**config.mk**
```make
export PLATFORM = sky130hd
export DESIGN_NAME = contador_tiempo_flat
export DESIGN_NICKNAME = d
export VERILOG_FILES = /design/src/rtl/contador_tiempo_pkg.sv /design/src/rtl/contador_tiempo_if.sv /design/src/rtl/contador_tiempo_mod.sv /design/src/rtl/contador_tiempo.sv /design/src/flat_wrapper.sv
export SDC_FILE = /design/constraint.sdc
export NUM_CORES = 1
export LEC_CHECK = 0
export BUFFER_PORTS_ARGS = -buffer_cell sky130_fd_sc_hd__buf_2
export CAP_MARGIN = 20
export CORE_ASPECT_RATIO = 1.75
export CORE_MARGIN = 2
export CORE_UTILIZATION = 35
export CTS_BUF_LIST = sky130_fd_sc_hd__clkbuf_2 sky130_fd_sc_hd__clkbuf_4 sky130_fd_sc_hd__clkbuf_8
export DETAILED_ROUTE_END_ITERATION = 6
export SYNTH_ARGS = -nofsm -noshare
export SYNTH_HDL_FRONTEND = slang
export SYNTH_SLANG_ARGS = --single-unit
```
**constraint.sdc**
```tcl
create_clock -name clkS -period 2.76 [get_ports clkS]
set_input_delay 0.276 -clock clkS [delete_from_list [all_inputs] [get_ports clkS]]
set_output_delay 0.276 -clock clkS [all_outputs]
set_load 0.005 [all_outputs]
```
**src/rtl/contador_tiempo_pkg.sv**
```systemverilog
// reloj_pkg: constants and the time record shared by the timekeeping core,
// the display block and the minute/hour adjust blocks.
//   SEG_MAX / MIN_MAX : last value before wrap for seconds and minutes
//   SEG_W / MIN_W / HR_W : field widths of seconds, minutes and hours
//   tiempo_t : packed {hr, min, seg} time record
package reloj_pkg;

   localparam int SEG_MAX = 59;
   localparam int MIN_MAX = 59;
   localparam int SEG_W   = 6;
   localparam int MIN_W   = 6;
   localparam int HR_W    = 5;

   typedef struct packed {
      logic [HR_W-1:0]  hr;
      logic [MIN_W-1:0] min;
      logic [SEG_W-1:0] seg;
   } tiempo_t;

endpackage

```
**src/rtl/contador_tiempo_if.sv**
```systemverilog
// contador_tiempo_if: mode/adjust inputs and time outputs of the timekeeping core.
//   master : the adjust/control side (drives switch, minChange, hrInc, alarm setup)
//   slave  : contador_tiempo (drives seg, min, hr, secTick, alarma)
// Optional feature macro: ALARM_EN adds alarmMin, alarmHr, alarmOn, alarmOff.
interface contador_tiempo_if;
   import reloj_pkg::*;

   logic             switch;
   logic [MIN_W-1:0] minChange;
   logic             hrInc;
   logic [SEG_W-1:0] seg;
   logic [MIN_W-1:0] min;
   logic [HR_W-1:0]  hr;
   logic             secTick;
   logic             alarma;

`ifdef ALARM_EN
   logic [MIN_W-1:0] alarmMin;
   logic [HR_W-1:0]  alarmHr;
   logic             alarmOn;
   logic             alarmOff;

   modport master (output switch, minChange, hrInc, alarmMin, alarmHr, alarmOn, alarmOff,
                   input  seg, min, hr, secTick, alarma);
   modport slave  (input  switch, minChange, hrInc, alarmMin, alarmHr, alarmOn, alarmOff,
                   output seg, min, hr, secTick, alarma);
`else
   modport master (output switch, minChange, hrInc,
                   input  seg, min, hr, secTick, alarma);
   modport slave  (input  switch, minChange, hrInc,
                   output seg, min, hr, secTick, alarma);
`endif

endinterface

```
**src/rtl/contador_tiempo_mod.sv**
```systemverilog
// contador_mod: wrapping up-counter 0..MAX with carry chaining.
//   clkS, rst_n : clock, async active-low reset (q -> 0)
//   en          : carry-in, advance by one this cycle
//   load/loadVal: synchronous load, has priority over en
//   q           : current count
//   carryOut    : en while q==MAX, i.e. this counter wraps on this edge
module contador_mod #(
   parameter int MAX = 59,
   parameter int W   = 6
) (
   input  logic         clkS,
   input  logic         rst_n,
   input  logic         en,
   input  logic         load,
   input  logic [W-1:0] loadVal,
   output logic [W-1:0] q,
   output logic         carryOut
);

   localparam logic [W-1:0] MAX_V = W'(MAX);

   // Combinational so a full chain of carries resolves in a single edge.
   assign carryOut = en && (q == MAX_V);

   always_ff @(posedge clkS or negedge rst_n) begin
      if (!rst_n) begin
         q <= '0;
      end else if (load) begin
         q <= loadVal;
      end else if (en) begin
         q <= carryOut ? '0 : q + W'(1);
      end
   end

endmodule

```
**src/rtl/contador_tiempo.sv**
```systemverilog
// contador_tiempo: HH:MM:SS timekeeping core.
//   clkS   : system clock
//   rst_n  : async active-low reset
//   bus    : contador_tiempo_if.slave
//            in : switch (1=set, 0=run), minChange, hrInc
//            out: seg, min, hr, secTick, alarma
// Parameters: CLK_HZ (clock cycles per second), HR_MAX (last hour before wrap).
// Optional feature macro: ALARM_EN enables the hr:min alarm; otherwise alarma is tied 0.
module contador_tiempo
   import reloj_pkg::*;
#(
   parameter int CLK_HZ = 100_000_000,
   parameter int HR_MAX = 23
) (
   input logic               clkS,
   input logic               rst_n,
   contador_tiempo_if.slave  bus
);

   localparam int             PW     = (CLK_HZ > 1) ? $clog2(CLK_HZ) : 1;
   localparam logic [PW-1:0]  PRE_TC = PW'(CLK_HZ - 1);

   logic [PW-1:0]    prescaler;
   logic             swD;
   logic             secTickQ;
   logic             tick;
   logic             segCarry;
   logic             minCarry;
   logic             hrCarry;
   logic             minLoad;
   logic             hrEn;
   logic [SEG_W-1:0] segQ;
   logic [MIN_W-1:0] minQ;
   logic [HR_W-1:0]  hrQ;

   // A second elapses only in run mode; set mode freezes the prescaler at 0.
   assign tick = !bus.switch && (prescaler == PRE_TC);

   // minChange lags switch by one cycle upstream, so only load once switch was
   // already high on the previous cycle.
   assign minLoad = swD && bus.switch && (bus.minChange <= MIN_W'(MIN_MAX));

   // minCarry is only ever set in run mode, hrInc only counts in set mode.
   assign hrEn = (bus.switch && bus.hrInc) || minCarry;

   always_ff @(posedge clkS or negedge rst_n) begin
      if (!rst_n) begin
         prescaler <= '0;
         swD       <= 1'b0;
         secTickQ  <= 1'b0;
      end else begin
         swD      <= bus.switch;
         secTickQ <= tick;
         if (bus.switch || tick) begin
            prescaler <= '0;
         end else begin
            prescaler <= prescaler + PW'(1);
         end
      end
   end

   contador_mod #(.MAX(SEG_MAX), .W(SEG_W)) u_seg (
      .clkS     (clkS),
      .rst_n    (rst_n),
      .en       (tick),
      .load     (bus.switch),
      .loadVal  ('0),
      .q        (segQ),
      .carryOut (segCarry)
   );

   contador_mod #(.MAX(MIN_MAX), .W(MIN_W)) u_min (
      .clkS     (clkS),
      .rst_n    (rst_n),
      .en       (segCarry),
      .load     (minLoad),
      .loadVal  (bus.minChange),
      .q        (minQ),
      .carryOut (minCarry)
   );

   contador_mod #(.MAX(HR_MAX), .W(HR_W)) u_hr (
      .clkS     (clkS),
      .rst_n    (rst_n),
      .en       (hrEn),
      .load     (1'b0),
      .loadVal  ('0),
      .q        (hrQ),
      .carryOut (hrCarry)
   );

   assign bus.seg     = segQ;
   assign bus.min     = minQ;
   assign bus.hr      = hrQ;
   assign bus.secTick = secTickQ;

`ifdef ALARM_EN
   logic             alarmQ;
   logic [MIN_W-1:0] newMin;
   logic [HR_W-1:0]  newHr;
   logic             alarmHit;

   // hr:min as it will be after this edge's minute rollover.
   assign newMin   = minCarry ? '0 : minQ + MIN_W'(1);
   assign newHr    = minCarry ? (hrCarry ? '0 : hrQ + HR_W'(1)) : hrQ;
   assign alarmHit = (newMin == bus.alarmMin) && (newHr == bus.alarmHr);

   // Each minute rollover re-evaluates the match, so a raised alarm drops
   // 60 s later on its own.
   always_ff @(posedge clkS or negedge rst_n) begin
      if (!rst_n) begin
         alarmQ <= 1'b0;
      end else if (bus.switch || !bus.alarmOn || bus.alarmOff) begin
         alarmQ <= 1'b0;
      end else if (segCarry) begin
         alarmQ <= alarmHit;
      end
   end

   assign bus.alarma = alarmQ;
`else
   logic unusedHrCarry;
   assign unusedHrCarry = hrCarry;
   assign bus.alarma    = 1'b0;
`endif

endmodule

```
**src/flat_wrapper.sv**
```systemverilog
// flat-port wrapper written by rule: the top's interface ports become plain ports
module contador_tiempo_flat import reloj_pkg::*;
#(
   parameter int CLK_HZ = 100_000_000,
   parameter int HR_MAX = 23
)
  (clkS, rst_n, bus_switch, bus_minChange, bus_hrInc, bus_seg, bus_min, bus_hr, bus_secTick, bus_alarma);
  contador_tiempo_if bus_i ();
  input logic clkS;
  input logic rst_n;
  input wire logic [$bits(bus_i.switch)-1:0] bus_switch;
  input wire logic [$bits(bus_i.minChange)-1:0] bus_minChange;
  input wire logic [$bits(bus_i.hrInc)-1:0] bus_hrInc;
  output wire logic [$bits(bus_i.seg)-1:0] bus_seg;
  output wire logic [$bits(bus_i.min)-1:0] bus_min;
  output wire logic [$bits(bus_i.hr)-1:0] bus_hr;
  output wire logic [$bits(bus_i.secTick)-1:0] bus_secTick;
  output wire logic [$bits(bus_i.alarma)-1:0] bus_alarma;
  assign bus_i.switch = bus_switch;
  assign bus_i.minChange = bus_minChange;
  assign bus_i.hrInc = bus_hrInc;
  assign bus_seg = bus_i.seg;
  assign bus_min = bus_i.min;
  assign bus_hr = bus_i.hr;
  assign bus_secTick = bus_i.secTick;
  assign bus_alarma = bus_i.alarma;
  contador_tiempo #(.CLK_HZ(CLK_HZ), .HR_MAX(HR_MAX)) u_core (.clkS(clkS), .rst_n(rst_n), .bus(bus_i));
endmodule
```
==> impl_metrics.toml <==
[final_layout]
drive_gt1_share_pct = 17.9
fillers = 679
areaGrowthSynthToFinish_pct = 14.7
layout.nets = 293
utilization_pct = 41.5
diodes = 0
regArea_um2 = 1150
multi_input_area_um2 = 1130

[yosys]
synth_common_cells = "dfrtp_1, nor2_1, nand2_1"
syn_avg_cell_area_um2 = 9.58
syn_inst = 247
yosysWarnings = 0
netlist_top_cells_area = "dfrtp_1, xnor2_1, nor2_1, nand2_1, o21ai_0"
yosys_register_bits = 46
synth_top_cell_area_share_pct = 48.6
ys.flop_type = "dfrtp_1"
synth_enable_flop_cells = 0
ys_types = 41
synth.most_common_cell = "dfrtp_1"
synthesis.area_um2 = 2370
ys_seq_area_share_pct = 48.6
yosysTopAreaCell = "dfrtp_1"
synth-async-reset-ratio_pct = 100
synth_nets = 261

[sta]
hold_viol = 0
final.min_clock_period_ps = 2200
setup_slack_ps = 559
min_period_over_period_pct = 79.8
setup_tns_ps = 0
rsz0062_at_grt = "false"
finalMaxSlewViolations = 0
max_freq_mhz = 454
setup_viol_count_final = 0
fin_skew_ps = 9.95

[clocking]
cts_inserted_buffers = 5
cts_root_buf = "clkbuf_8"
htree_levels = 2
clock_sinks = 46
clockBufferDepth = 2
clk_latency_ps = 300
tritoncts = "yes"
clkSlewWorstSetupHoldPaths_ps = 80
cts_setup_buffers = 0

[global_route]
grt_max_degree = 47
grt_overflow = 0
antenna_found_initial = 0
grtUsageTotal_pct = 15.2
grt_first_pass_wirelength_um = 8870
grt_pass1_vias = 1927

[worst_setup_path]
crit_fanout = 8
critPathLaunchType = "flop"
cp-end-kind = "flop"
cp.required_ps = 2950
worstSetupPathType = "reg -> reg"
crit_arrival_ps = 2400

[drt]
vias = 1848
drt_wl_total_um = 4980
ant_nets = 0
wl_per_cell_um = 13.8
dr.first_iter.drc_count = 50
vias_per_cell = 5.10
drc = 0
first_pass_iters = 4

[floorplanning]
core_area_um2 = 6540
rows = 39
die_y_um = 113
die_x_um = 66.2
die_area_um2 = 7460
initial_core_util_pct = 36.2
pin_count = 29

[power_and_ir_drop]
powerDensity_nw_per_um2 = 529
ir_worst_vdd_uv = 352
power_leakage_nw = 1.20

[placement]
gp_congestion = 0.814
io_buffers = 27
dp_slack_ps = 542
dp_hpwl_um = 3660

[status]
status = "finished, final reports clean"

[flow_run]
maxCapViolations = 0

[min_path]
min_path_type = "in -> reg"
## timing repair
item                      4_1_cts  5_1_grt
resized for setup               0        0
hold endpoints to repair        0       11
hold buffers                    0        1
## critical path: stages (launching register included)
cell	delay [ps]
dfrtp_1	390
ha_1	210
and3_1	260
nand4_1	210
nor4_4	400
a22o_4	220
nand4_2	110
mux2_4	300
## cell usage in the layout (no fill, tap or decap), types with 3 or more instances in the layout
| cell | n |
|---|---|
| and3_1 | 7 |
| clkbuf_8 | 6 |
| nand2_1 | 19 |
| nor3_1 | 7 |
| nor4_1 | 7 |
| buf_4 | 3 |
| xnor2_1 | 17 |
| nor2_1 | 36 |
| nand3_1 | 11 |
| or3_1 | 5 |
| nand3b_1 | 3 |
| inv_1 | 13 |
| o21ai_0 | 13 |
| dfrtp_1 | 46 |
| nand4_1 | 4 |
| a21oi_1 | 7 |
| ha_1 | 4 |
| a21o_1 | 5 |
| xor2_1 | 6 |
| nand2b_1 | 4 |
| buf_2 | 27 |
## metal layers
layer / GRT usage (%) / vias up / part of all wire [%]
li1: - / 910 / -
met1: 17.2 / 894 / 39
met2: 27.6 / 38 / 56
met3: 2.78 / 6 / 3.6
met4: 5.71 / 0 / 1.8
met5: 0 / - / 0
## stage by stage
| stage | total power (W) | instances | hold slack [ps] | instance area [µm²] |
|---|---|---|---|---|
| after floorplan | 0.000918 | 247 | -19.6 | 2370 |
| after global placement | 0.00101 | 352 | 464 | 2590 |
| after detailed placement | 0.00102 | 352 | 479 | 2590 |
| after CTS | 0.00146 | 360 | 191 | 2690 |
| after global routing | 0.00153 | 362 | 206 | 2720 |
| final | 0.00144 | 362 | 210 | 2720 |
## registers in the layout, summed over array words and instances, names as in the netlist
signal and cells:
u_core.u_min.q 6, u_core.prescaler 27, u_core.u_hr.q 5, u_core.u_seg.q 6, u_core.swD 1, u_core.bus.secTick 1
## report_power, final
part / switching, W / internal (W) / leakage [nW]
sequential: 0.0000665 / 0.000724 / 0.619
combinational: 0.0000960 / 0.000116 / 0.534
clock: 0.000222 / 0.000212 / 0.0517
## worst paths after layout
kind | startpoint | endpoint | slack [ps] | depth (start not counted)
worst max-delay path | u_core.prescaler[0] | u_core.u_hr.q[3] | 560 | 7
worst min-delay path | bus_switch | u_core.swD | 210 | 1
worst max register to register | u_core.prescaler[0] | u_core.u_hr.q[3] | 560 | 7
worst min register to register | u_core.prescaler[0] | u_core.prescaler[0] | 490 | 1
max in group asynchronous | rst_n | u_core.prescaler[1] | 1890 | 3
min in group asynchronous | rst_n | u_core.u_min.q[2] | 390 | 2
## final cells by class
| class | instances | share of cell area [%] |
|---|---|---|
| Tap cell | 82 | 3.78 |
| Sequential cell | 46 | 42.4 |
| Clock buffer | 7 | 3.32 |
| Clock inverter | 1 | 0.184 |
| Multi-Input combinational cell | 181 | 41.6 |
| Inverter | 13 | 1.80 |
| Timing Repair Buffer | 32 | 6.91 |
## kinds of logic (layout without fill, tap and decap cells)
kind of cell / after synthesis / count (layout) / share of synthesized area [%]
AO/OA/AOI/OAI: 35 / 35 / 9.51
multiplexers: 6 / 6 / 3.07
flip-flops: 46 / 46 / 48.6
buffers and inverters: 20 / 53 / 3.65
XOR/XNOR: 23 / 23 / 8.51
adder cells (fa/ha/maj): 4 / 4 / 2.11
AND/OR/NAND/NOR: 112 / 112 / 24.4
other: 1 / 1 / 0.158
No activity file was read; power rests on OpenSTA's default activity.
